<file path="config.mk">
export PLATFORM = sky130hd
export DESIGN_NAME = fetch_unit
export DESIGN_NICKNAME = d
export VERILOG_FILES = /design/src/rtl/fetch_unit.sv
export SDC_FILE = /design/constraint.sdc
export NUM_CORES = 1
export LEC_CHECK = 0
export ABC_AREA = 1
export BUFFER_PORTS_ARGS = -buffer_cell sky130_fd_sc_hd__buf_2
export CAP_MARGIN = 20
export CORE_UTILIZATION = 60
export DETAILED_ROUTE_END_ITERATION = 10
export GPL_ROUTABILITY_DRIVEN = 0
export GPL_TIMING_DRIVEN = 0
export HOLD_SLACK_MARGIN = 0.15
export PLACE_DENSITY = 0.88
export SYNTH_ARGS = -nofsm -noshare
export SYNTH_HDL_FRONTEND = slang
export SYNTH_SLANG_ARGS = --single-unit
</file>
<file path="constraint.sdc">
create_clock -name clk -period 8.5 [get_ports clk]
set_input_delay 1.7 -clock clk [delete_from_list [all_inputs] [get_ports clk]]
set_output_delay 1.7 -clock clk [all_outputs]
set_load 0.02 [all_outputs]
</file>
<file path="src/rtl/fetch_unit.sv">
// Instruction-fetch front end: sequential PC generation, credit-limited requests
// to instruction memory, and a small fetch queue feeding decode.
module fetch_unit #(
  parameter int unsigned           ADDR_WIDTH  = 32,
  parameter int unsigned           DATA_WIDTH  = 32,
  parameter logic [ADDR_WIDTH-1:0] RESET_PC    = 32'h1C00_0000,
  parameter int unsigned           FETCH_DEPTH = 4
) (
  input  logic                  clk,
  input  logic                  rst,
  input  logic                  i_redirect_valid,
  input  logic [ADDR_WIDTH-1:0] i_redirect_pc,
  output logic                  o_inst_req,
  output logic [ADDR_WIDTH-1:0] o_inst_addr,
  input  logic                  i_inst_addr_ok,
  input  logic                  i_inst_data_ok,
  input  logic [DATA_WIDTH-1:0] i_inst_rdata,
  output logic                  o_id_valid,
  output logic [ADDR_WIDTH-1:0] o_id_pc,
  output logic [DATA_WIDTH-1:0] o_id_inst,
  input  logic                  i_id_ready
);

  localparam int unsigned PW = $clog2(FETCH_DEPTH);
  localparam int unsigned CW = PW + 1;
  localparam int unsigned SW = CW + 1;

  logic [ADDR_WIDTH-1:0] r_fetch_pc;
  logic [ADDR_WIDTH-1:0] r_resp_pc;
  logic [CW-1:0]         r_inflight;
  logic [CW-1:0]         r_discard;
  logic [CW-1:0]         r_fq_count;
  logic [PW-1:0]         r_head;
  logic [PW-1:0]         r_tail;
  logic [ADDR_WIDTH-1:0] r_fq_pc   [FETCH_DEPTH];
  logic [DATA_WIDTH-1:0] r_fq_inst [FETCH_DEPTH];

  logic [SW-1:0]         w_occupancy;
  logic                  w_accept;
  logic                  w_resp;
  logic                  w_drop;
  logic                  w_push;
  logic                  w_pop;
  logic [ADDR_WIDTH-1:0] w_redirect_pc;
  logic                  w_unused_pc_lsbs;

  // Credit counts queued entries plus requests whose responses are still owed.
  assign w_occupancy   = {1'b0, r_fq_count} + {1'b0, r_inflight};
  assign o_inst_req    = !i_redirect_valid && (w_occupancy < SW'(FETCH_DEPTH));
  assign o_inst_addr   = r_fetch_pc;

  assign w_accept      = o_inst_req && i_inst_addr_ok;
  assign w_resp        = i_inst_data_ok && (r_inflight != '0);
  assign w_drop        = w_resp && (r_discard != '0);
  assign w_push        = w_resp && (r_discard == '0) && !i_redirect_valid;
  assign w_pop         = o_id_valid && i_id_ready;
  assign w_redirect_pc = {i_redirect_pc[ADDR_WIDTH-1:2], 2'b00};
  assign w_unused_pc_lsbs = ^i_redirect_pc[1:0];

  assign o_id_valid    = (r_fq_count != '0);
  assign o_id_pc       = r_fq_pc[r_head];
  assign o_id_inst     = r_fq_inst[r_head];

  // Control state; a redirect overrides every other update in its cycle.
  always_ff @(posedge clk) begin
    if (rst) begin
      r_fetch_pc <= RESET_PC;
      r_resp_pc  <= RESET_PC;
      r_inflight <= '0;
      r_discard  <= '0;
      r_fq_count <= '0;
      r_head     <= '0;
      r_tail     <= '0;
    end else if (i_redirect_valid) begin
      r_fetch_pc <= w_redirect_pc;
      r_resp_pc  <= w_redirect_pc;
      r_inflight <= r_inflight - CW'(w_resp);
      r_discard  <= r_inflight - CW'(w_resp);
      r_fq_count <= '0;
      r_head     <= '0;
      r_tail     <= '0;
    end else begin
      if (w_accept) begin
        r_fetch_pc <= r_fetch_pc + ADDR_WIDTH'(4);
      end
      r_inflight <= r_inflight + CW'(w_accept) - CW'(w_resp);
      if (w_drop) begin
        r_discard <= r_discard - CW'(1);
      end
      if (w_push) begin
        r_resp_pc <= r_resp_pc + ADDR_WIDTH'(4);
        r_tail    <= r_tail + PW'(1);
      end
      if (w_pop) begin
        r_head <= r_head + PW'(1);
      end
      r_fq_count <= r_fq_count + CW'(w_push) - CW'(w_pop);
    end
  end

  // Queue payload storage needs no reset; validity is tracked by r_fq_count.
  always_ff @(posedge clk) begin
    if (!rst && w_push) begin
      r_fq_pc[r_tail]   <= r_resp_pc;
      r_fq_inst[r_tail] <= i_inst_rdata;
    end
  end

endmodule

</file>
==> reports/metrics.yaml, run 1 <==
wl_um: 38740
crit_family: "buffers and inverters"
synth_area_um2: 14350
insertion_delay_ns: 0.52
pre_cts_ws_ns: 4.318
crit_path_max_incr_delay_ns: 0.42
p_leak_nw: 6.416
met1_usage: 0.3903
start_util: 0.6113
outcome: "completed"
async_flop_share: 0
antenna_left: 0
utilization: 0.7198
p_per_area_nw_per_um2: 223.7
drive_gt1_frac: 0.1754
cts_buffer_depth: 3
antennaDiodeCount: 0
hold_viol: 0
grt_max_degree: 30
die_area_um2: 24540
h-tree-depth: 2
grt_util_met3: 0.06314
rows: 56
crit_path_end: "o_id_pc[30]"
viasPerCell: 6.013
peakVddDrop_mv: 0.1320
grt_pass1_vias: 11300
synth_top_area_share: 0.5190
relSlewSlack: 0.5406
p_seq_frac: 0.490
cts-resized-gates: 0
portBuffers: 159
worst_pin_slew_ns: 0.6891
grtUsageTotal: 0.3128
critPathCaptureType: "primary output"
critical_path.startpoint_type: "register"
cts_hold_buf: 0
arrival_ns: 2.58
setup_viol: 0
yosysSeqAreaShare: 0.6236
cts_tree: "yes"
yosysTopAreaCell: "edfxtp_1"
worstSetupPathType: "reg2out"
busiest_layer: "met2"
setup-tns-final_ns: 0
grt_util_met2: 0.5187
antenna_found_initial: 0
timing.rr.end: "r_fq_inst[3][6]$_DFFE_PP_"
syn_avg_cell_area_um2: 9.889
finClkSkew_ns: 0.01945
power_frac_comb: 0.112
rsz0062_at_grt: "false"
p_total_mw: 3.779
cts_root_buf: "clkbuf_16"
gr-total-overflow: 0
cts_buffers: 34
wl_per_cell_um: 19.36
io_pins: 168
post-dp-hpwl_um: 25870
nets: 1745
post_cts_buffers: 0
fillers: 1529
vias: 12030
clk_pin_slew_ns: 0.06
worstRegToRegCells: 10
path_cells: "clkbuf_1 -> inv_1 -> clkbuf_1 -> o21ai_0 -> o22ai_1 -> buf_2"
crit_fanout: 10
die_w_um: 156.6
finalWorstSetupSlack_ns: 4.221
synth_edf_count: 248
hp-class: "reg2reg"
power.share.clock: 0.398
p_sw_frac: 0.2597
drc_errors: 0
design.core.area_um2: 23470
synthToLayoutAreaGrowth_pct: 17.75
grt_pass1_wl_um: 58560
r2r_setup_slack_ns: 5.45
max_freq_mhz: 233.7
slew_viol_final: 0
ys.flop_type: "edfxtp_1"
path_common_cell: "clkbuf_1"
path_buf_inv: 4
cts_sinks: 323
cp.depth: 6
internal-power_mw: 2.798
maxCapViolCount: 0
min_delay_path_depth: 1
yosys_warnings: 0
first_pass_iters: 6
die_h_um: 156.6
crit_slowest_cell: "clkbuf_1"
ys_seq_elements: 323
synth_cell_types: 43
post-place-cells: 1940
min_period_ns: 4.279
critPathRequiredTime_ns: 6.80
p_switching_mw: 0.9814
synthCells: 1451
period_share: 0.5034
synthTopCellsByArea: "edfxtp_1 (52%), dfxtp_1 (10%), nand2_1 (6.5%)"
fin_cells: 2001
drt_iter0_markers: 1409
r2r-start: "r_discard[0]$_SDFFE_PP0P_"
[power groups by stage]
stage | clock, mW | sequential (mW) | combinational, mW
after floorplan | 0 | 1.87 | 0.259
after global placement | 0 | 1.88 | 0.388
after detailed placement | 0 | 1.88 | 0.413
after CTS | 1.51 | 1.85 | 0.416
after global routing | 1.57 | 1.86 | 0.465
final | 1.50 | 1.85 | 0.424
[cell families (layout without fill, tap and decap cells)]
logic type / count (synthesis) / count (layout) / synth area share
adder cells (fa/ha/maj): 18 / 18 / 0.01674
flip-flops: 323 / 323 / 0.6236
AO/OA/AOI/OAI: 320 / 320 / 0.1202
AND/OR/NAND/NOR: 583 / 583 / 0.1761
other: 1 / 4 / 0.0002613
XOR/XNOR: 13 / 13 / 0.007935
buffers and inverters: 193 / 421 / 0.05502
[flip-flops by register name, indices dropped and copies added (netlist names), named ones only]
register	flops
r_discard	3
r_resp_pc	30
r_inflight	3
r_fq_inst	128
o_inst_addr	30
r_tail	2
r_fq_pc	120
r_fq_count	3
r_head	2
[worst min-delay path by stage]
stage | from | endpoint | slack [ns]
after global routing | r_head[0]$_SDFFE_PP0P_ | r_head[0]$_SDFFE_PP0P_ | 0.52
after detailed placement | r_head[0]$_SDFFE_PP0P_ | r_head[0]$_SDFFE_PP0P_ | 0.46
after global placement | r_head[1]$_SDFFE_PP0P_ | r_head[1]$_SDFFE_PP0P_ | 0.45
final | r_head[0]$_SDFFE_PP0P_ | r_head[0]$_SDFFE_PP0P_ | 0.48
after CTS | r_head[0]$_SDFFE_PP0P_ | r_head[0]$_SDFFE_PP0P_ | 0.48
after floorplan | r_head[1]$_SDFFE_PP0P_ | register | 0.44
[through the flow]
step	hold WS, ns	area (um^2)
5_1_grt	0.5183	16900
3_5_place_dp	0.4641	15760
6_report	0.4783	16900
4_1_cts	0.4780	16900
2_1_floorplan	0.4357	14360
3_3_place_gp	0.4543	15550
[Yosys cell counts, drive strengths merged (16+ instances only)]
cell type  count
a21oi         50
o21ai        187
clkbuf        38
edfxtp       248
nor2         224
dfxtp         75
buf           26
ha            16
o22ai         63
inv          128
nand2        259
nand3         74
[layout by cell type (no fill, tap or decap), types with 2 or more instances in the layout]
| cell type | count |
|---|---|
| o21bai_1 | 5 |
| buf_12 | 6 |
| buf_16 | 2 |
| nand2_2 | 11 |
| xnor2_1 | 6 |
| conb_1 | 4 |
| buf_6 | 2 |
| o211ai_1 | 3 |
| buf_4 | 8 |
| o21ai_1 | 6 |
| fa_1 | 2 |
| a21oi_1 | 49 |
| o21ai_0 | 181 |
| nand3_2 | 3 |
| nand3_1 | 71 |
| ha_1 | 16 |
| a31oi_1 | 9 |
| clkinv_2 | 6 |
| clkbuf_16 | 35 |
| nand2_1 | 247 |
| nand3b_1 | 2 |
| xor2_1 | 7 |
| clkinv_8 | 2 |
| nor3_1 | 4 |
| clkbuf_1 | 44 |
| bufinv_16 | 4 |
| clkinv_1 | 4 |
| edfxtp_1 | 248 |
| nor2_2 | 11 |
| buf_2 | 174 |
| nor2_1 | 199 |
| o22ai_1 | 63 |
| clkinvlp_4 | 2 |
| or2_2 | 3 |
| nand4_1 | 12 |
| inv_1 | 124 |
| dfxtp_1 | 75 |
| nor2_4 | 14 |
| inv_2 | 4 |
[layer usage]
| layer | routed length (um) | share of wire | vias to the layer above |
|---|---|---|---|
| li1 | - | - | 5400 |
| met1 | 14340 | 0.37 | 5676 |
| met2 | 18410 | 0.48 | 818 |
| met3 | 4287 | 0.11 | 139 |
| met4 | 1706 | 0.044 | 0 |
| met5 | 0 | 0 | - |
[area by class of cell]
type                            instances  area (um^2)  area share
Timing Repair Buffer                  167        970.9     0.05747
Buffer                                 64        304.0     0.01800
Multi-Input combinational cell        938         4652      0.2753
Clock inverter                         20        236.5     0.01400
Inverter                              129        485.5     0.02873
Clock buffer                           41        898.4     0.05317
Tap cell                              319        399.1     0.02362
Sequential cell                       323         8949      0.5297
Power figures use the tool's default switching activity.
==> run 2: changes to the inputs <==
==> config.mk (replaced) <==
export PLATFORM = sky130hd
export DESIGN_NAME = fetch_unit
export DESIGN_NICKNAME = d
export VERILOG_FILES = /design/src/rtl/fetch_unit.sv
export SDC_FILE = /design/constraint.sdc
export NUM_CORES = 1
export LEC_CHECK = 0
export ABC_AREA = 0
export BUFFER_PORTS_ARGS = -buffer_cell sky130_fd_sc_hd__buf_2
export CAP_MARGIN = 20
export CORE_UTILIZATION = 58
export DETAILED_ROUTE_END_ITERATION = 10
export GPL_ROUTABILITY_DRIVEN = 0
export GPL_TIMING_DRIVEN = 0
export HOLD_SLACK_MARGIN = 0.15
export PLACE_DENSITY = 0.86
export SYNTH_ARGS = -nofsm -noshare
export SYNTH_HDL_FRONTEND = slang
export SYNTH_SLANG_ARGS = --single-unit
==> constraint.sdc (replaced) <==
create_clock -name clk -period 4.1 [get_ports clk]
set_input_delay 0.82 -clock clk [delete_from_list [all_inputs] [get_ports clk]]
set_output_delay 0.82 -clock clk [all_outputs]
set_load 0.02 [all_outputs]
==> run 2 against run 1 <==
Against the previous run:
- final cell count fell by 33%
- register-to-register slack worse by 4.9 ns
- combinational power increased by 72%
- highest routed layer is now met5
- sequential share of layout area up 5.2 points
==> reports/metrics.yaml, run 2 <==
whs_ns: 0.4937  # +0.01537 ns
grt_max_degree: 63  # +110%
synth_edf_count: 248  # unchanged
antennaDiodeCount: 0  # unchanged
die_w_um: 152.9  # -2.4%
yosysSeqAreaShare: 0.6779  # +0.05420
outcome: "completed"
first_pass_iters: 5  # -1
insertion_delay_ns: 0.54  # +0.02 ns
synth_area_um2: 13200  # -8.0%
grt_pass1_vias: 7959  # -30%
crit_fanout: 10  # unchanged
setup_viol: 0  # unchanged
gr-total-overflow: 0  # unchanged
async_flop_share: 0  # unchanged
rows: 54  # -3.6%
drive_gt1_frac: 0.2769  # +0.1016
synthTopCellsByArea: "edfxtp_1 (56%), dfxtp_1 (11%), mux4_2 (11%)"
cts_hold_buf: 0  # unchanged
critPathRequiredTime_ns: 3.28  # -3.52 ns
post_cts_buffers: 0  # unchanged
die_h_um: 152.9  # -2.4%
critPathCaptureType: "primary output"
synthToLayoutAreaGrowth_pct: 16.60
slew_viol_final: 0  # unchanged
wl_met2_um: 13400  # -27%
cts_root_buf: "clkbuf_16"
p_total_mw: 7.292  # +93%
yosysTopAreaCell: "edfxtp_1"
postPlaceCellArea_um2: 14380  # -8.7%
reg_top3: "r_fq_inst: 128 flops, r_fq_pc: 120 flops"
met3_length_um: 2510  # -41%
antenna_left: 0  # unchanged
min_period_ns: 3.623
die_area_um2: 23370  # -4.8%
p_per_area_nw_per_um2: 473.7  # +110%
start_util: 0.5975  # -0.01378
largest_register: "r_fq_inst"
nets: 1122  # -36%
synth_cell_types: 57  # +33%
peakVddDrop_mv: 0.3562  # +170%
hp-class: "in2reg"
worstSetupPathType: "reg2out"
grt_pass1_wl_um: 44130  # -25%
cts_tree: "yes"
period_share: 0.8836
fin_area_um2: 15390  # -8.9%
yosysMostFrequentCell: "edfxtp_1"
cts_buffer_depth: 3  # unchanged
design.core.area_um2: 22090  # -5.9%
h-tree-depth: 1  # -1
largest_reg_flops: 128  # unchanged
layout_commonest_cell: "edfxtp_1"
hold_viol: 0  # unchanged
synthCells: 839  # -42%
cts-resized-gates: 0  # unchanged
max_freq_mhz: 276.0
finClkSkew_ns: 0.01236  # -0.007095 ns
cts_buffers: 30  # -12%
p_leak_nw: 5.327  # -17%
viasPerCell: 6.125  # +1.9%
setup-tns-final_ns: 0  # unchanged
maxCapViolCount: 0  # unchanged
yosys_warnings: 0  # unchanged
post-dp-hpwl_um: 18300  # -29%
r2r_setup_slack_ns: 0.57  # -4.88 ns
rsz0062_at_grt: "false"
vias: 8195  # -32%
ys_seq_elements: 323  # unchanged
grtUsageTotal: 0.2447  # -0.06817
clk_pin_slew_ns: 0.06  # about the same
synthTopCellsByCount: "edfxtp_1 (248), dfxtp_1 (75), mux4_2 (62)"
synth_top_area_share: 0.5641  # +0.04511
worst_pin_slew_ns: 0.9544  # +0.2653 ns
layout_common_cells: "edfxtp_1 (248), buf_2 (164), dfxtp_1 (75), mux4_2 (62), inv_1 (38)"
drc_errors: 0  # unchanged
wl_met1_um: 11850  # -17%
wl_um: 28480  # -26%
top_layer: "met5"
antenna_found_initial: 1  # +1
portBuffers: 160  # +0.63%
cts_sinks: 323  # unchanged
critical_path.startpoint_type: "register"
wl_per_cell_um: 21.28  # +9.9%
syn_avg_cell_area_um2: 15.73  # +59%
io_pins: 168  # unchanged
arrival_ns: 2.80  # +0.22 ns
relSlewSlack: 0.3638  # -0.1769
ys.flop_type: "edfxtp_1"
drt_iter0_markers: 771  # -45%
## run 2: kinds of logic (layout without fill, tap and decap cells)
group                      Yosys count  count (layout)  synth area share
DFF                                323             323            0.6779
and+or+nand+nor                    189             189           0.08009
AOI/OAI and AO/OA                  110             110           0.05639
buffers and inverters               82             298           0.02531
muxes                               65              65            0.1080
xor gates and xnor gates            51              51           0.03384
adders and majority gates           18              18           0.01820
other                                1               4         0.0002841
## run 2: cell type report
cell class	count	area [um^2]
fill	1427	6701
multi-input combinational	437	3950
clock inverter	16	157.7
inverter	39	148.9
timing repair buffer	160	800.8
clock buffer	40	850.8
sequential	323	8949
buffer	43	185.2
tap	280	350.3
## run 2: path summary, 6_finish.rpt
kind | startpoint | end | cells past startpoint
max | register | o_id_inst[17] | 4
min reg2reg | r_resp_pc[29]$_SDFFE_PP0P_ | r_fq_pc[3][29]$_DFFE_PP_ | 0
min | i_inst_rdata[3] | r_fq_inst[1][3]$_DFFE_PP_ | 1
max reg2reg | r_inflight[2]$_SDFF_PP0_ | r_inflight[2]$_SDFF_PP0_ | 14
## run 2: routing by layer
| layer | global-route usage | vias up |
|---|---|---|
| met3 | 0.03374 | 64 |
| met1 | 0.3534 | 4009 |
| li1 | - | 3660 |
| met2 | 0.3943 | 460 |
| met4 | 0.06975 | 2 |
| met5 | 0 | - |
## run 2: where the power goes
group / switching (mW) / internal, mW
registers: 0.121 / 3.64
clock network: 1.15 / 1.64
logic: 0.437 / 0.295
total: 1.71 / 5.58
## run 2: worst max-delay path: stages, from the launching register on
cell and delay (ns):
dfxtp_1 0.32, clkbuf_1 0.45, buf_1 0.69, mux4_2 0.61, buf_2 0.18
## run 2: through the flow
stage	worst slack, ns	util	instances
2_1_floorplan	0.6570	-	842
3_3_place_gp	-0.6873	0.6501	1282
3_5_place_dp	0.2589	0.6510	1282
4_1_cts	0.3662	0.6967	1338
5_1_grt	0.2878	0.6967	1338
6_report	0.4774	0.6967	1338
==> run 3: changes to the inputs <==
--- a/config.mk
+++ b/config.mk
@@ -8,12 +8,13 @@
 export ABC_AREA = 0
 export BUFFER_PORTS_ARGS = -buffer_cell sky130_fd_sc_hd__buf_2
 export CAP_MARGIN = 20
-export CORE_UTILIZATION = 58
+export CORE_UTILIZATION = 60
+export CTS_BUF_LIST = sky130_fd_sc_hd__clkbuf_8
 export DETAILED_ROUTE_END_ITERATION = 10
 export GPL_ROUTABILITY_DRIVEN = 0
 export GPL_TIMING_DRIVEN = 0
 export HOLD_SLACK_MARGIN = 0.15
-export PLACE_DENSITY = 0.86
+export PLACE_DENSITY = 0.88
 export SYNTH_ARGS = -nofsm -noshare
 export SYNTH_HDL_FRONTEND = slang
 export SYNTH_SLANG_ARGS = --single-unit
==> run 3 against run 2 <==
Against the previous run:
- clock-buffer cell count up 9
- clock power fell by 17%
- first-iteration DRC count down 12%
- global-route usage up 0.32 points
- cell area down 1.2%
- critical path depth stayed put
- critical endpoint is now o_id_inst[7]
- highest routed layer unchanged
==> reports/metrics.yaml, run 3 (synthesized netlist as in run 2, its figures left out) <==
outcome: "completed"
vias: 8079  # -1.4%
p_total_mw: 6.806  # -6.7%
die_w_um: 150.3  # -1.7%
cts_sinks: 323  # unchanged
hold_viol: 0  # unchanged
path_buf_inv: 3  # unchanged
slew_viol_final: 0  # unchanged
rsz0062_at_grt: "false"
worst_pin_slew_ns: 0.9467  # -0.007666 ns
first_pass_iters: 5  # unchanged
setup_viol: 0  # unchanged
viasPerCell: 5.945  # -2.9%
grt_max_degree: 63  # unchanged
drc_errors: 0  # unchanged
portBuffers: 160  # unchanged
setup-tns-final_ns: 0  # unchanged
fin_area_um2: 15210  # -1.2%
maxCapViolCount: 0  # unchanged
peakVddDrop_mv: 0.2491  # -30%
die_h_um: 150.3  # -1.7%
post-place-cells: 1277  # -0.39%
grt_pass1_wl_um: 42420  # -3.9%
post-dp-hpwl_um: 17990  # -1.7%
gr-total-overflow: 0  # unchanged
finalWorstSetupSlack_ns: 0.4988  # +0.02144 ns
fin_cells: 1359  # +1.6%
largest_register: "r_fq_inst"
clk_pin_slew_ns: 0.06  # about the same
pre_cts_ws_ns: 0.1794  # -0.07951 ns
relSlewSlack: 0.3689  # +0.005111
layout_commonest_cell: "edfxtp_1"
utilization: 0.7147  # +0.01801
grt_pass1_vias: 8138  # +2.2%
crit_path_max_incr_delay_ns: 0.71  # +0.02 ns
crit_family: "buffers and inverters"
path_cells: "clkbuf_1 -> buf_1 -> mux4_2 -> buf_2"
period_share: 0.8783  # -0.005230
antenna_found_initial: 1  # unchanged
fillers: 1308  # -8.3%
insertion_delay_ns: 0.56  # +0.02 ns
start_util: 0.6202  # +0.02265
wl_per_cell_um: 20.18  # -5.2%
critPathRequiredTime_ns: 3.28  # about the same
min_from: "i_inst_rdata[29]"
max_freq_mhz: 277.7  # +0.60%
min_period_ns: 3.601  # -0.02144 ns
design.core.area_um2: 21290  # -3.7%
critPathCaptureType: "primary output"
arrival_ns: 2.78  # -0.02 ns
p_leak_nw: 5.304  # -0.44%
synthToLayoutAreaGrowth_pct: 15.24
worstHoldEndpoint: "r_fq_inst[0][29]$_DFFE_PP_"
io_pins: 168  # unchanged
drt_iter0_markers: 676  # -12%
wl_um: 27420  # -3.7%
layout_common_cells: "edfxtp_1 (248), buf_2 (164), dfxtp_1 (75), mux4_2 (62), inv_1 (52)"
grtUsageTotal: 0.2478  # +0.003173
h-tree-depth: 2  # +1
postPlaceCellArea_um2: 14380  # about the same
p_per_area_nw_per_um2: 447.4  # -5.6%
nets: 1141  # +1.7%
cts_hold_buf: 0  # unchanged
r2r_setup_slack_ns: 0.61  # +0.04 ns
critical_path.startpoint_type: "register"
cts-resized-gates: 0  # unchanged
crit_slowest_cell: "buf_1"
die_area_um2: 22600  # -3.3%
worstSetupPathType: "reg2out"
antennaDiodeCount: 0  # unchanged
whs_ns: 0.4833  # -0.01043 ns
largest_reg_flops: 128  # unchanged
finClkSkew_ns: 0.02372  # +0.01136 ns
crit_fanout: 10  # unchanged
cts_buffer_depth: 3  # unchanged
post_cts_buffers: 0  # unchanged
timing.rr.end: "r_inflight[2]$_SDFF_PP0_"
cts_buffers: 49  # +63%
worstRegToRegCells: 14  # unchanged
cts_tree: "yes"
antenna_left: 0  # unchanged
r2r-start: "r_inflight[2]$_SDFF_PP0_"
final-seq-area_um2: 8949  # unchanged
drive_gt1_frac: 0.2786  # +0.001660
multiInputGateArea_um2: 3950  # unchanged
rows: 53  # -1.9%
reg_top3: "r_fq_inst: 128 flops, r_fq_pc: 120 flops"
min_delay_path_depth: 1  # unchanged
hp-class: "in2reg"
cts_root_buf: "clkbuf_8"
==> run 3: cell types whose count changed in the layout (fill, tap and decap cells not counted), sizes merged <==
cell,previous run,this run
inv,40,53
clkbuf,70,79
clkinv,11,16
bufinv,3,1
clkinvlp,1,2
==> run 3: metal layers <==
| layer | vias up | global-route usage | part of all wire |
|---|---|---|---|
| met5 | - | 0 | 0.00047 |
| met2 | 420 | 0.4058 | 0.48 |
| met1 | 3914 | 0.3288 | 0.40 |
| met3 | 61 | 0.05455 | 0.094 |
| met4 | 2 | 0.08586 | 0.024 |
| li1 | 3682 | - | - |
==> run 3: area by class of cell <==
class	count	area share
clock inverters	33	0.01061
well taps	275	0.02262
multi-input cells	437	0.2596
plain buffers	43	0.01217
flip-flops and latches	323	0.5882
inverters	39	0.009787
repair buffers	160	0.05264
clock buffers	49	0.04433
==> run 3: power breakdown <==
group	leakage [nW]	switching, mW	internal [mW]	total [mW]
logic	1.96	0.431	0.292	0.723
registers	2.87	0.117	3.64	3.76
clock network	0.473	1.16	1.17	2.32
==> run 3: worst register-to-register path: cells and delay by family (launching register included) <==
kind,cells,cell delay [ns]
and+or+nand+nor,3,0.61
xor gates and xnor gates,2,0.29
adders and majority gates,4,1.25
DFF,1,0.46
AOI/OAI and AO/OA,1,0.21
buffers and inverters,4,0.55
==> run 3: worst max-delay path by stage <==
stage                                end  cells after the start  slack [ns]        startpoint
2_1_floorplan  r_fq_inst[0][0]$_DFFE_PP_                      4        0.66    i_inst_data_ok
3_3_place_gp   r_fq_inst[1][8]$_DFFE_PP_                      4       -0.69  i_redirect_valid
3_5_place_dp    r_fq_count[2]$_SDFF_PP0_                     13        0.18  i_redirect_valid
4_1_cts                     o_id_inst[7]                      4        0.37          register
5_1_grt                     o_id_inst[7]                      4        0.29          register
6_report                    o_id_inst[7]                      4        0.50          register
